<file path="src/rtl/encoder_4_2_pending_if.sv">
// rtl/encoder_4_2_pending_if.sv - request/handshake bundle for the pending priority encoder
interface encoder_4_2_pending_if #(
    parameter int N      = 4,
    parameter int CODE_W = 2
);
    logic              enable;
    logic [N-1:0]      req;
    logic              ready;
    logic [CODE_W-1:0] code_out;
    logic              valid;
    logic              multi;
    logic [N-1:0]      pending;

    // request sources and the consumer of code_out
    modport master (
        output enable,
        output req,
        output ready,
        input  code_out,
        input  valid,
        input  multi,
        input  pending
    );

    // the encoder itself
    modport slave (
        input  enable,
        input  req,
        input  ready,
        output code_out,
        output valid,
        output multi,
        output pending
    );
endinterface

</file>
<file path="src/rtl/encoder_4_2_pending.sv">
// rtl/encoder_4_2_pending.sv - sticky-pending priority encoder with valid/ready output
module encoder_4_2_pending #(
    parameter int N      = 4,
    parameter int CODE_W = 2
) (
    input  logic                  clk,
    input  logic                  rst_n,
    encoder_4_2_pending_if.slave  bus
);

    typedef enum logic {
        S_IDLE = 1'b0,
        S_HOLD = 1'b1
    } state_t;

    state_t              r_state;
    state_t              w_state_nxt;
    logic [CODE_W-1:0]   r_code;
    logic [CODE_W-1:0]   w_code_nxt;
    logic                r_multi;
    logic                w_multi_nxt;
    logic [N-1:0]        r_pending;
    logic [N-1:0]        w_pending_nxt;

    logic [N-1:0]        w_cap;
    logic                w_cap_any;
    logic                w_cap_multi;
    logic [CODE_W-1:0]   w_sel_idx;
    logic [N-1:0]        w_sel_mask;
    logic                w_load;

    // everything that could be selected on this edge: old pending plus newly enabled requests
    always_comb begin
        w_cap       = r_pending | (bus.enable ? bus.req : '0);
        w_cap_any   = |w_cap;
        // clearing the lowest set bit leaves something only if two or more were set
        w_cap_multi = |(w_cap & (w_cap - N'(1)));
    end

    // highest set index wins; later iterations overwrite earlier ones
    always_comb begin
        w_sel_idx = '0;
        for (int i = 0; i < N; i++) begin
            if (w_cap[i]) begin
                w_sel_idx = CODE_W'(i);
            end
        end
        w_sel_mask = N'(1) << w_sel_idx;
    end

    // next state: load a new selection whenever the output slot is free or being freed
    always_comb begin
        w_state_nxt   = r_state;
        w_code_nxt    = r_code;
        w_multi_nxt   = r_multi;
        w_pending_nxt = w_cap;
        w_load        = 1'b0;

        case (r_state)
            S_IDLE: begin
                if (w_cap_any) begin
                    w_load = 1'b1;
                end
            end
            S_HOLD: begin
                if (bus.ready) begin
                    if (w_cap_any) begin
                        w_load = 1'b1;
                    end else begin
                        // code_out and multi keep their last values while idle
                        w_state_nxt = S_IDLE;
                    end
                end
            end
            default: begin
                w_state_nxt = S_IDLE;
            end
        endcase

        if (w_load) begin
            w_state_nxt   = S_HOLD;
            w_code_nxt    = w_sel_idx;
            w_multi_nxt   = w_cap_multi;
            // the selected request is consumed, even if its req line is high this edge
            w_pending_nxt = w_cap & ~w_sel_mask;
        end
    end

    // state and output registers; reset drops everything immediately
    always_ff @(posedge clk or negedge rst_n) begin
        if (!rst_n) begin
            r_state   <= S_IDLE;
            r_code    <= '0;
            r_multi   <= 1'b0;
            r_pending <= '0;
        end else begin
            r_state   <= w_state_nxt;
            r_code    <= w_code_nxt;
            r_multi   <= w_multi_nxt;
            r_pending <= w_pending_nxt;
        end
    end

    assign bus.code_out = r_code;
    assign bus.multi    = r_multi;
    assign bus.pending  = r_pending;
    assign bus.valid    = (r_state == S_HOLD);

endmodule

</file>
<file path="src/flat_wrapper.sv">
// flat-port wrapper written by rule: the top's interface ports become plain ports
module encoder_4_2_pending_flat 
#(
    parameter int N      = 4,
    parameter int CODE_W = 2
)
  (clk, rst_n, bus_enable, bus_req, bus_ready, bus_code_out, bus_valid, bus_multi, bus_pending);
  encoder_4_2_pending_if #(.N(N), .CODE_W(CODE_W)) bus_i ();
  input  logic clk;
  input  logic rst_n;
  input wire logic [$bits(bus_i.enable)-1:0] bus_enable;
  input wire logic [$bits(bus_i.req)-1:0] bus_req;
  input wire logic [$bits(bus_i.ready)-1:0] bus_ready;
  output wire logic [$bits(bus_i.code_out)-1:0] bus_code_out;
  output wire logic [$bits(bus_i.valid)-1:0] bus_valid;
  output wire logic [$bits(bus_i.multi)-1:0] bus_multi;
  output wire logic [$bits(bus_i.pending)-1:0] bus_pending;
  assign bus_i.enable = bus_enable;
  assign bus_i.req = bus_req;
  assign bus_i.ready = bus_ready;
  assign bus_code_out = bus_i.code_out;
  assign bus_valid = bus_i.valid;
  assign bus_multi = bus_i.multi;
  assign bus_pending = bus_i.pending;
  encoder_4_2_pending #(.N(N), .CODE_W(CODE_W)) u_core (.clk(clk), .rst_n(rst_n), .bus(bus_i));
endmodule
</file>
<file path="config.mk">
export PLATFORM = sky130hd
export DESIGN_NAME = encoder_4_2_pending_flat
export DESIGN_NICKNAME = d
export VERILOG_FILES = /design/src/rtl/encoder_4_2_pending_if.sv /design/src/rtl/encoder_4_2_pending.sv /design/src/flat_wrapper.sv
export SDC_FILE = /design/constraint.sdc
export NUM_CORES = 1
export LEC_CHECK = 0
export CAP_MARGIN = 20
export CELL_PAD_IN_SITES_DETAIL_PLACEMENT = 1
export CELL_PAD_IN_SITES_GLOBAL_PLACEMENT = 1
export CORE_AREA = 5 5 43 45
export DETAILED_ROUTE_END_ITERATION = 8
export DIE_AREA = 0 0 48 50
export PLACE_DENSITY_LB_ADDON = 0.1
export SYNTH_ARGS = -nofsm -noshare
export SYNTH_HDL_FRONTEND = slang
export SYNTH_SLANG_ARGS = --single-unit
</file>
<file path="constraint.sdc">
create_clock -name clk -period 1.3 [get_ports clk]
set_input_delay 0.26 -clock clk [delete_from_list [all_inputs] [get_ports clk]]
set_output_delay 0.26 -clock clk [all_outputs]
set_load 0.02 [all_outputs]
</file>
# Word-level counts from Yosys, hierarchy flattened
# Cells that the tools add are included.
# W data, S select, Z words.
dict set report totals {
  output_inout_bits 8
  inputBits 8
  regBits 8
}
dict set report classes {
  muxes 11
  n_reduce_logical 2
  add_sub_neg 1
  bitwise_logic 5
  shift 1
}
# op count
set ops {}
lappend ops {{$and A4 B4 Y4} 2}
lappend ops {{$mux W4} 2}
lappend ops {{$reduce_or A4 Y1} 2}
lappend ops {{$mux W1} 6}
lappend ops {{$mux W2} 2}
lappend ops {{$not A4 Y4} 1}
lappend ops {{$or A4 B4 Y4} 1}
lappend ops {{$shl A1 B2 Y4 const A} 1}
lappend ops {{$sub A4 B1 Y4 const B} 1}
lappend ops {{$pmux W1 S2} 1}
lappend ops {{$not A1 Y1} 1}

# Depth between registers and ports, before layout
# Gate-level depths: netlist of run 1.
dict set report depth {
  ltp_word 9
  mapped_depth 4
  ltp_nobuf 4
}

# Worst setup path after synthesis of run 1
# OpenSTA, ideal clock, no wires.
dict set report synth_timing {
  path_type {reg-to-reg}
  start {reg u_core.r_pending[1] (netlist: u_core.bus.pending[1])}
  end {reg u_core.r_code[0] (netlist: u_core.bus.code_out[0])}
  slack_ns 0.004
  stages_incl_launch_ff 4
  synth_period_minus_slack_ns 1.296
  required_ns 1.175
  arrival_ns 1.171
  cell_sequence {dfrtp_1 nor3_4 a31oi_4 mux2_4}
}
dict set report synth_between {
  elab_chain_len 5
  elab_cells_between_ends 8
  classes_between {6 x mux; 1 x bitwise; 1 x reduce/logical}
}
# item line_no
set synth_lines {}
lappend synth_lines {{start, declared} encoder_4_2_pending.sv:22} ;# logic [N-1:0] r_pending;
lappend synth_lines {{start signal, assigned} encoder_4_2_pending.sv:100} ;# r_pending <= w_pending_nxt;
lappend synth_lines {{$or A4 B4 Y4 (*)} encoder_4_2_pending.sv:34} ;# w_cap = r_pending | (bus.enable ? bus.req : '0);
lappend synth_lines {{$reduce_or A4 Y1} encoder_4_2_pending.sv:35} ;# w_cap_any = |w_cap;
lappend synth_lines {{$mux W1} {encoder_4_2_pending.sv:61, encoder_4_2_pending.sv:67}}
lappend synth_lines {{$mux W1} encoder_4_2_pending.sv:66} ;# if (bus.ready) begin
lappend synth_lines {{$pmux W1 S2} encoder_4_2_pending.sv:59} ;# case (r_state)
lappend synth_lines {{end signal, assigned} encoder_4_2_pending.sv:98} ;# r_code <= w_code_nxt;
lappend synth_lines {{end, declared} encoder_4_2_pending.sv:18} ;# logic [CODE_W-1:0] r_code;
# Mark *: on every way between the ends. The rest lies on a longest branch, timed or not.
# A chain may end at the register's enable or synchronous reset.

# Final worst setup path of run 1
dict set report layout_timing {
  start {in bus_req[3]}
  end {reg u_core.r_code[0] (netlist: u_core.bus.code_out[0])}
}
dict set report layout_between {
  elab_chain_len 6
  elab_cells_between_ends 7
  classes_between {5 x mux; 1 x bitwise; 1 x reduce/logical}
}
# item line_no
set layout_lines {}
lappend layout_lines {{start, declared} flat_wrapper.sv:12} ;# input wire logic [$bits(bus_i.req)-1:0] bus_req;
lappend layout_lines {{$mux W4 (*)} encoder_4_2_pending.sv:34}
lappend layout_lines {{$or A4 B4 Y4 (*)} encoder_4_2_pending.sv:34}
lappend layout_lines {{$reduce_or A4 Y1} encoder_4_2_pending.sv:35}
lappend layout_lines {{$mux W1} {encoder_4_2_pending.sv:61, encoder_4_2_pending.sv:67}}
lappend layout_lines {{$mux W1} encoder_4_2_pending.sv:66}
lappend layout_lines {{$pmux W1 S2} encoder_4_2_pending.sv:59}
# Marks and branches as above.

==> results of run 1 <==
[worst reg2reg max path: cells and delay by family (launching register included)]
kind                   cells  cell delay [ns]
DFF                        1             0.38
AOI/OAI and AO/OA          1             0.17
buffers and inverters      1             0.15
and+or+nand+nor            1             0.13
muxes                      1             0.32
[cells in the final DEF, fill, tap and decap left out, drive strengths merged]
cell type | netlist | layout
a21oi | 5 | 5
buf | 0 | 10
o21a | 1 | 1
mux2 | 1 | 1
clkdlybuf4s50 | 0 | 4
a31oi | 2 | 2
nand2 | 6 | 6
nand2b | 1 | 1
dfrtp | 8 | 8
nor2 | 4 | 4
clkbuf | 0 | 4
nor3 | 1 | 1
o211ai | 2 | 2
inv | 2 | 2
mux2i | 1 | 1
dlygate4sd2 | 0 | 9
nor2b | 1 | 1
clkdlybuf4s15 | 0 | 1
o21ai | 4 | 4
[flip-flops by register name (all words and copies together), names as in the netlist]
name and flops:
u_core.bus.multi 1, u_core.bus.valid 1, u_core.bus.pending 4, u_core.bus.code_out 2
[final cells by class]
cell class	instances	area share, %
Tap cell	16	3.07
Timing Repair Buffer	25	32.0
Clock buffer	3	3.45
Sequential cell	8	30.7
Multi-Input combinational cell	29	29.7
Inverter	2	1.15
[routing by layer]
metal  share of wire [%]  vias to the layer above
met3                 4.9                        3
met1                  39                      189
met2                  54                       10
met4                 2.4                        0
met5                   0                        -
li1                    -                      195
[logic make-up (layout without fill, tap and decap cells)]
logic type | Yosys count | after routing | share of synthesized area, %
AO/OA/AOI/OAI | 14 | 14 | 24.1
AND/OR/NAND/NOR | 13 | 13 | 16.8
flip-flops | 8 | 8 | 50.8
multiplexers | 2 | 2 | 6.35
buffers and inverters | 2 | 30 | 1.91
[worst paths after layout]
kind,slack (ns),endpoint,startpoint
worst min register to register,0.49,u_core.bus.code_out[1],u_core.bus.code_out[1]
max in group asynchronous,0.75,u_core.bus.multi,rst_n
worst max-delay path,0.02,u_core.bus.code_out[0],bus_req[3]
worst min-delay path,0.28,u_core.bus.pending[1],rst_n
min in group clk,0.49,u_core.bus.code_out[1],u_core.bus.code_out[1]
worst max register to register,0.04,u_core.bus.code_out[0],u_core.bus.valid
[power by group]
group | switching, uW | internal, uW
logic | 184 | 161
registers | 42.2 | 297
clock network | 94.9 | 106
[per-stage QoR]
stage / total power [uW] / hold slack [ns] / instances
detailed placement: 724 / 0.490 / 79
floorplan: 511 / -0.0356 / 39
global route: 940 / 0.313 / 83
global placement: 713 / 0.461 / 79
finish: 886 / 0.281 / 83
CTS: 902 / 0.295 / 83
[repair_timing]
action	in CTS	in global routing
pin swaps	3	0
setup endpoints to repair	12	4
buffers inserted	1	0
resized for setup	13	3
==> metrics.txt, run 1 <==
initial DRC count=0; Bufs on Longest Clock Path=2; Critical Path Start Type=input port; reg2reg path depth=4; ANT cells=0; Initial Util=27.4%; GR Layer Usage met3=4.36%; largest net degree at the start of global routing=9; Top Ports=16; Seq. cell area=200 um^2; via-per-instance ratio=4.78; Clock transition at path regs=0.06 ns; VDD IR-drop max=0.589 mV; fraction of layout instances using a drive strength above 1=28.4%; Final WS setup=0.0214 ns; Tcrit/Tclk final=98.4%; Setup Skew=0.000363 ns; Area growth, synth to finish=65.7%; clock sinks=8; min Tclk post-route=1.28 ns; clk_lat worst skew=0.26 ns; top-area cell type share of the netlist area=50.8%; Synth area leaders=dfrtp_1, a21oi_1, nand2_1; dpl hpwl=1000 um; vias in the first global route=409; Yosys Warn Count=0; WL per Instance=14.8 um; setup TNS=0 ns; Net Count, Synth=47; most numerous cell in the Yosys netlist=dfrtp_1; Nets=77; grt ovf=0; final wirelength=1230 um; DP Area=632 um^2; max_slew headroom=74.8%; Main synth FF type=dfrtp_1; CP bufs+invs=1; # DRC=0; total of max-cap violations=0; CTS tree=built; max frequency=782 MHz; HP Class=in2async; Post-synth EDFFs=0; initial antenna violation count=0; cts hold-fix bufs=0; H-tree depth=1; Top Family by Delay on Critical Path=buffers and inverters; Seq/Total Area, Yosys=50.8%; CTS root buf=clkbuf_4; GRT Total Usage=11.6%; synthesized netlist cell count=39; Crit path depth=4; Fill cells=171; distinct cell type count after synthesis=16; Slowest-stage cell, CP=clkdlybuf4s50_1; synth cell count leaders=dfrtp_1, nand2_1, a21oi_1; worst-margin pin slew=0.377 ns; # port buffers=15; CP max FO=2; post-route ant nets=0; final setup vio count=0; Setup CP Type=in2reg; detailed-route via count=397; pwr/cell area=1360 nW/um^2; area of the multi-input gates=194 um^2; first-pass GRT wire length=1790 um; most used routing layer=met2; status=completed; Core ar.=1440 um^2; Netlist Area Pre-Place=394 um^2; grt met1 use=11.8%; fin. max-slew vios=0; Die Span Y=50 um; critical-path cell list=clkdlybuf4s50_1, o21ai_2, a31oi_4, mux2_4; Worst Path Arrival=1.42 ns; final hold vios=0; Layout Utilization=45.5%; crit path capture type=register; worst slack, placed=-0.431 ns; Die ar.=2400 um^2; Worst EP required=1.45 ns; Final Cell Area=653 um^2; Leakage=0.000304 uW; Final GP Congestion=0.766; num rows=14; Async S/R FF share, synth=100%; RSZ-0062 raised after global routing=false; Seq cells post-synth=8; syn_area_per_cell=10.1 um^2; leading area contributor after synthesis=dfrtp_1; drt pass-1 iters=1; met2 Track Usage GR=18.5%; die width=48 um; slowest stage delay, CP=0.53 ns; Num CTS Buffers=3
(Power assumes the default switching activity.)
==> inputs of run 2 (changes only) <==
--- a/config.mk
+++ b/config.mk
@@ -5,12 +5,14 @@
 export SDC_FILE = /design/constraint.sdc
 export NUM_CORES = 1
 export LEC_CHECK = 0
+export ABC_AREA = 1
 export CAP_MARGIN = 20
 export CELL_PAD_IN_SITES_DETAIL_PLACEMENT = 1
 export CELL_PAD_IN_SITES_GLOBAL_PLACEMENT = 1
-export CORE_AREA = 5 5 43 45
+export CORE_AREA = 5 5 45 47
 export DETAILED_ROUTE_END_ITERATION = 8
-export DIE_AREA = 0 0 48 50
+export DIE_AREA = 0 0 50 52
+export HOLD_SLACK_MARGIN = 0.08
 export PLACE_DENSITY_LB_ADDON = 0.1
 export SYNTH_ARGS = -nofsm -noshare
 export SYNTH_HDL_FRONTEND = slang
==> metrics.txt, run 2 <==
max frequency=812 MHz (was 782 MHz); Final WS setup=0.0685 ns (was 0.0214 ns); max FFs per register=4 (unchanged); num rows=15 (was 14); crit path capture type=output pin (was register); vias in the first global route=461 (was 409); dpl hpwl=1010 um (was 1000 um); Critical Path Start Type=register (was input port); initial DRC count=1 (was 0); NetSw=326 uW (was 321 uW); Leakage=0.000359 uW (was 0.000304 uW); Die ar.=2600 um^2 (was 2400 um^2); synthesized netlist cell count=57 (was 39); final setup vio count=0 (unchanged); Async S/R FF share, synth=100% (unchanged); drt pass-1 iters=2 (was 1); Die Span Y=52 um (was 50 um); Seq/Total Area, Yosys=47.3% (was 50.8%); Clock power frac=22.7% (about the same); Synth area leaders=dfrtp_1, nand2_1, inv_1 (was dfrtp_1, a21oi_1, nand2_1); Fin Hold WS=0.287 ns (was 0.281 ns); status=completed (unchanged); Clock transition at path regs=0.06 ns (about the same); CP max FO=3 (was 2); Net Count, Synth=65 (was 47); syn_area_per_cell=7.42 um^2 (was 10.1 um^2); CP bufs+invs=1 (unchanged); Final GP Congestion=0.805 (was 0.766); post-route ant nets=0 (unchanged); detailed-route via count=447 (was 397); CTS root buf=clkbuf_4 (unchanged); first-pass GRT wire length=2080 um (was 1790 um); VDD IR-drop max=0.525 mV (was 0.589 mV); # DRC=0 (unchanged); distinct cell type count after synthesis=12 (was 16); die width=50 um (was 48 um); FF-to-FF End=u_core.bus.multi (was u_core.bus.code_out[0]); critical-path cell list=dlygate4sd2_1 (was clkdlybuf4s50_1, o21ai_2, a31oi_4, mux2_4); Top Family by Delay on Critical Path=flip-flops (was buffers and inverters); P_int=545 uW (was 564 uW); reg2reg path depth=8 (was 4); Logic pwr share=41.1% (was 39.0%); Setup Skew=0.00473 ns (was 0.000363 ns); synth cell count leaders=nand2_1, inv_1, dfrtp_1 (was dfrtp_1, nand2_1, a21oi_1); min Tclk post-route=1.23 ns (was 1.28 ns); initial antenna violation count=0 (unchanged); fin. max-slew vios=0 (unchanged); via-per-instance ratio=4.56 (was 4.78); Netlist Area Pre-Place=423 um^2 (was 394 um^2); WL per Instance=12.2 um (was 14.8 um); pwr/cell area=1310 nW/um^2 (was 1360 nW/um^2); grt ovf=0 (unchanged); RR Startpoint=u_core.bus.pending[0] (was u_core.bus.valid); worst slack, placed=-0.239 ns (was -0.431 ns); Worst Path Arrival=0.97 ns (was 1.42 ns); Setup CP Type=reg2out (was in2reg); Area growth, synth to finish=57.1% (was 65.7%); worst-margin pin slew=0.391 ns (was 0.377 ns); Bufs on Longest Clock Path=2 (unchanged); leading area contributor after synthesis=dfrtp_1 (unchanged); Tcrit/Tclk final=94.7% (was 98.4%); clock sinks=8 (unchanged); GRT Total Usage=10.5% (was 11.6%); most numerous cell in the Yosys netlist=nand2_1 (was dfrtp_1); Slowest-stage cell, CP=dfrtp_1 (was clkdlybuf4s50_1); Post-synth EDFFs=0 (unchanged); largest net degree at the start of global routing=9 (unchanged); Seq cells post-synth=8 (unchanged); final wirelength=1200 um (was 1230 um); Core ar.=1610 um^2 (was 1440 um^2); Yosys Warn Count=0 (unchanged); clk_lat worst skew=0.26 ns (about the same); fraction of layout instances using a drive strength above 1=24.7% (was 28.4%); HP Class=in2async (unchanged); sw frac=37.4% (was 36.3%); RSZ-0062 raised after global routing=false (unchanged); slowest stage delay, CP=0.39 ns (was 0.53 ns); Nets=91 (was 77); CTS tree=built (unchanged); total of max-cap violations=0 (unchanged); Top Ports=16 (unchanged); H-tree depth=1 (unchanged); top-area cell type share of the netlist area=47.3% (was 50.8%); final hold vios=0 (unchanged); Flop pwr share=36.3% (was 38.3%); # port buffers=15 (unchanged); ANT cells=0 (unchanged); FF-to-FF setup slack=0.20 ns (was 0.04 ns); max_slew headroom=73.9% (was 74.8%); Worst EP required=1.04 ns (was 1.45 ns); Main synth FF type=dfrtp_1 (unchanged); Initial Util=26.2% (was 27.4%); Num CTS Buffers=3 (unchanged); commonest cells after routing, fill and taps aside=nand2_1, inv_1, dlygate4sd2_1, dfrtp_1 (was buf_4, dlygate4sd2_1, dfrtp_1); commonest non-fill, non-tap cell in the layout=nand2_1 (was buf_4)
run 2: cell count changes in the layout (fill, tap and decap cells not counted), moves of 2 or more:
| cell | previous run | this run |
|---|---|---|
| buf_4 | 10 | 6 |
| clkdlybuf4s50_1 | 4 | 6 |
| inv_1 | 2 | 9 |
| nand2_1 | 6 | 20 |
| nand2_2 | 0 | 5 |
| nand3_1 | 0 | 2 |
| nor2_1 | 4 | 2 |
| o211ai_1 | 2 | 0 |
| o21ai_0 | 2 | 0 |
run 2: power by group through the flow:
stage | registers, uW | clock network, uW | logic, uW
CTS | 317 | 206 | 352
global placement | 322 | 0 | 378
global route | 323 | 231 | 391
finish | 316 | 198 | 358
floorplan | 376 | 0 | 140
detailed placement | 323 | 0 | 381
run 2: layout make-up:
class,instances,area [um^2]
flip-flops and latches,8,200
inverters,10,37.5
repair buffers,21,188
multi-input cells,39,195
fillers,211,950
well taps,17,21.3
clock buffers,3,22.5
run 2: metal layers:
layer / vias to the layer above / part of all wire [%] / wire, um / GRT usage, %
met5: - / 0 / 0 / 0
met3: 3 / 7.0 / 84 / 4.01
met1: 210 / 38 / 459 / 11.3
li1: 223 / - / - / -
met2: 11 / 52 / 625 / 18.4
met4: 0 / 2.1 / 25 / 3.93
run 2: per-stage QoR:
stage / setup TNS [ns] / instances / utilization, % / instance area, um^2 / power (uW)
after floorplan: 0 / 57 / - / 423 / 516
after global placement: -1.10 / 94 / 39.1 / 632 / 700
after detailed placement: -1.33 / 94 / 39.1 / 632 / 704
after CTS: 0 / 97 / 39.9 / 644 / 874
after global routing: 0 / 98 / 41.2 / 664 / 946
final: 0 / 98 / 41.2 / 664 / 871
run 2: worst max path at each step:
stage                                       end  slack (ns)                    from  depth (start not counted)
after floorplan                u_core.bus.multi        0.19        u_core.bus.valid                          7
after global placement         u_core.bus.multi       -0.24              bus_enable                          9
after detailed placement  u_core.bus.pending[0]       -0.24              bus_enable                          7
after CTS                      u_core.bus.multi        0.02              bus_enable                          7
after global routing            bus_code_out[1]        0.02  u_core.bus.code_out[1]                          1
final                            bus_pending[1]        0.07   u_core.bus.pending[1]                          1
run 2: cell families after synthesis:
logic type	share of synthesized area (%)
DFF	47.3
and+or+nand+nor	35.5
buffers and inverters	8.87
AOI/OAI and AO/OA	8.28
run 2: repair_timing:
action | 4_1_cts | 5_1_grt
hold buffers | 0 | 0
gates cloned | 0 | 0
setup endpoints to repair | 8 | 4
pin swaps | 0 | 1
gates resized for setup | 8 | 4
buffers inserted | 0 | 1
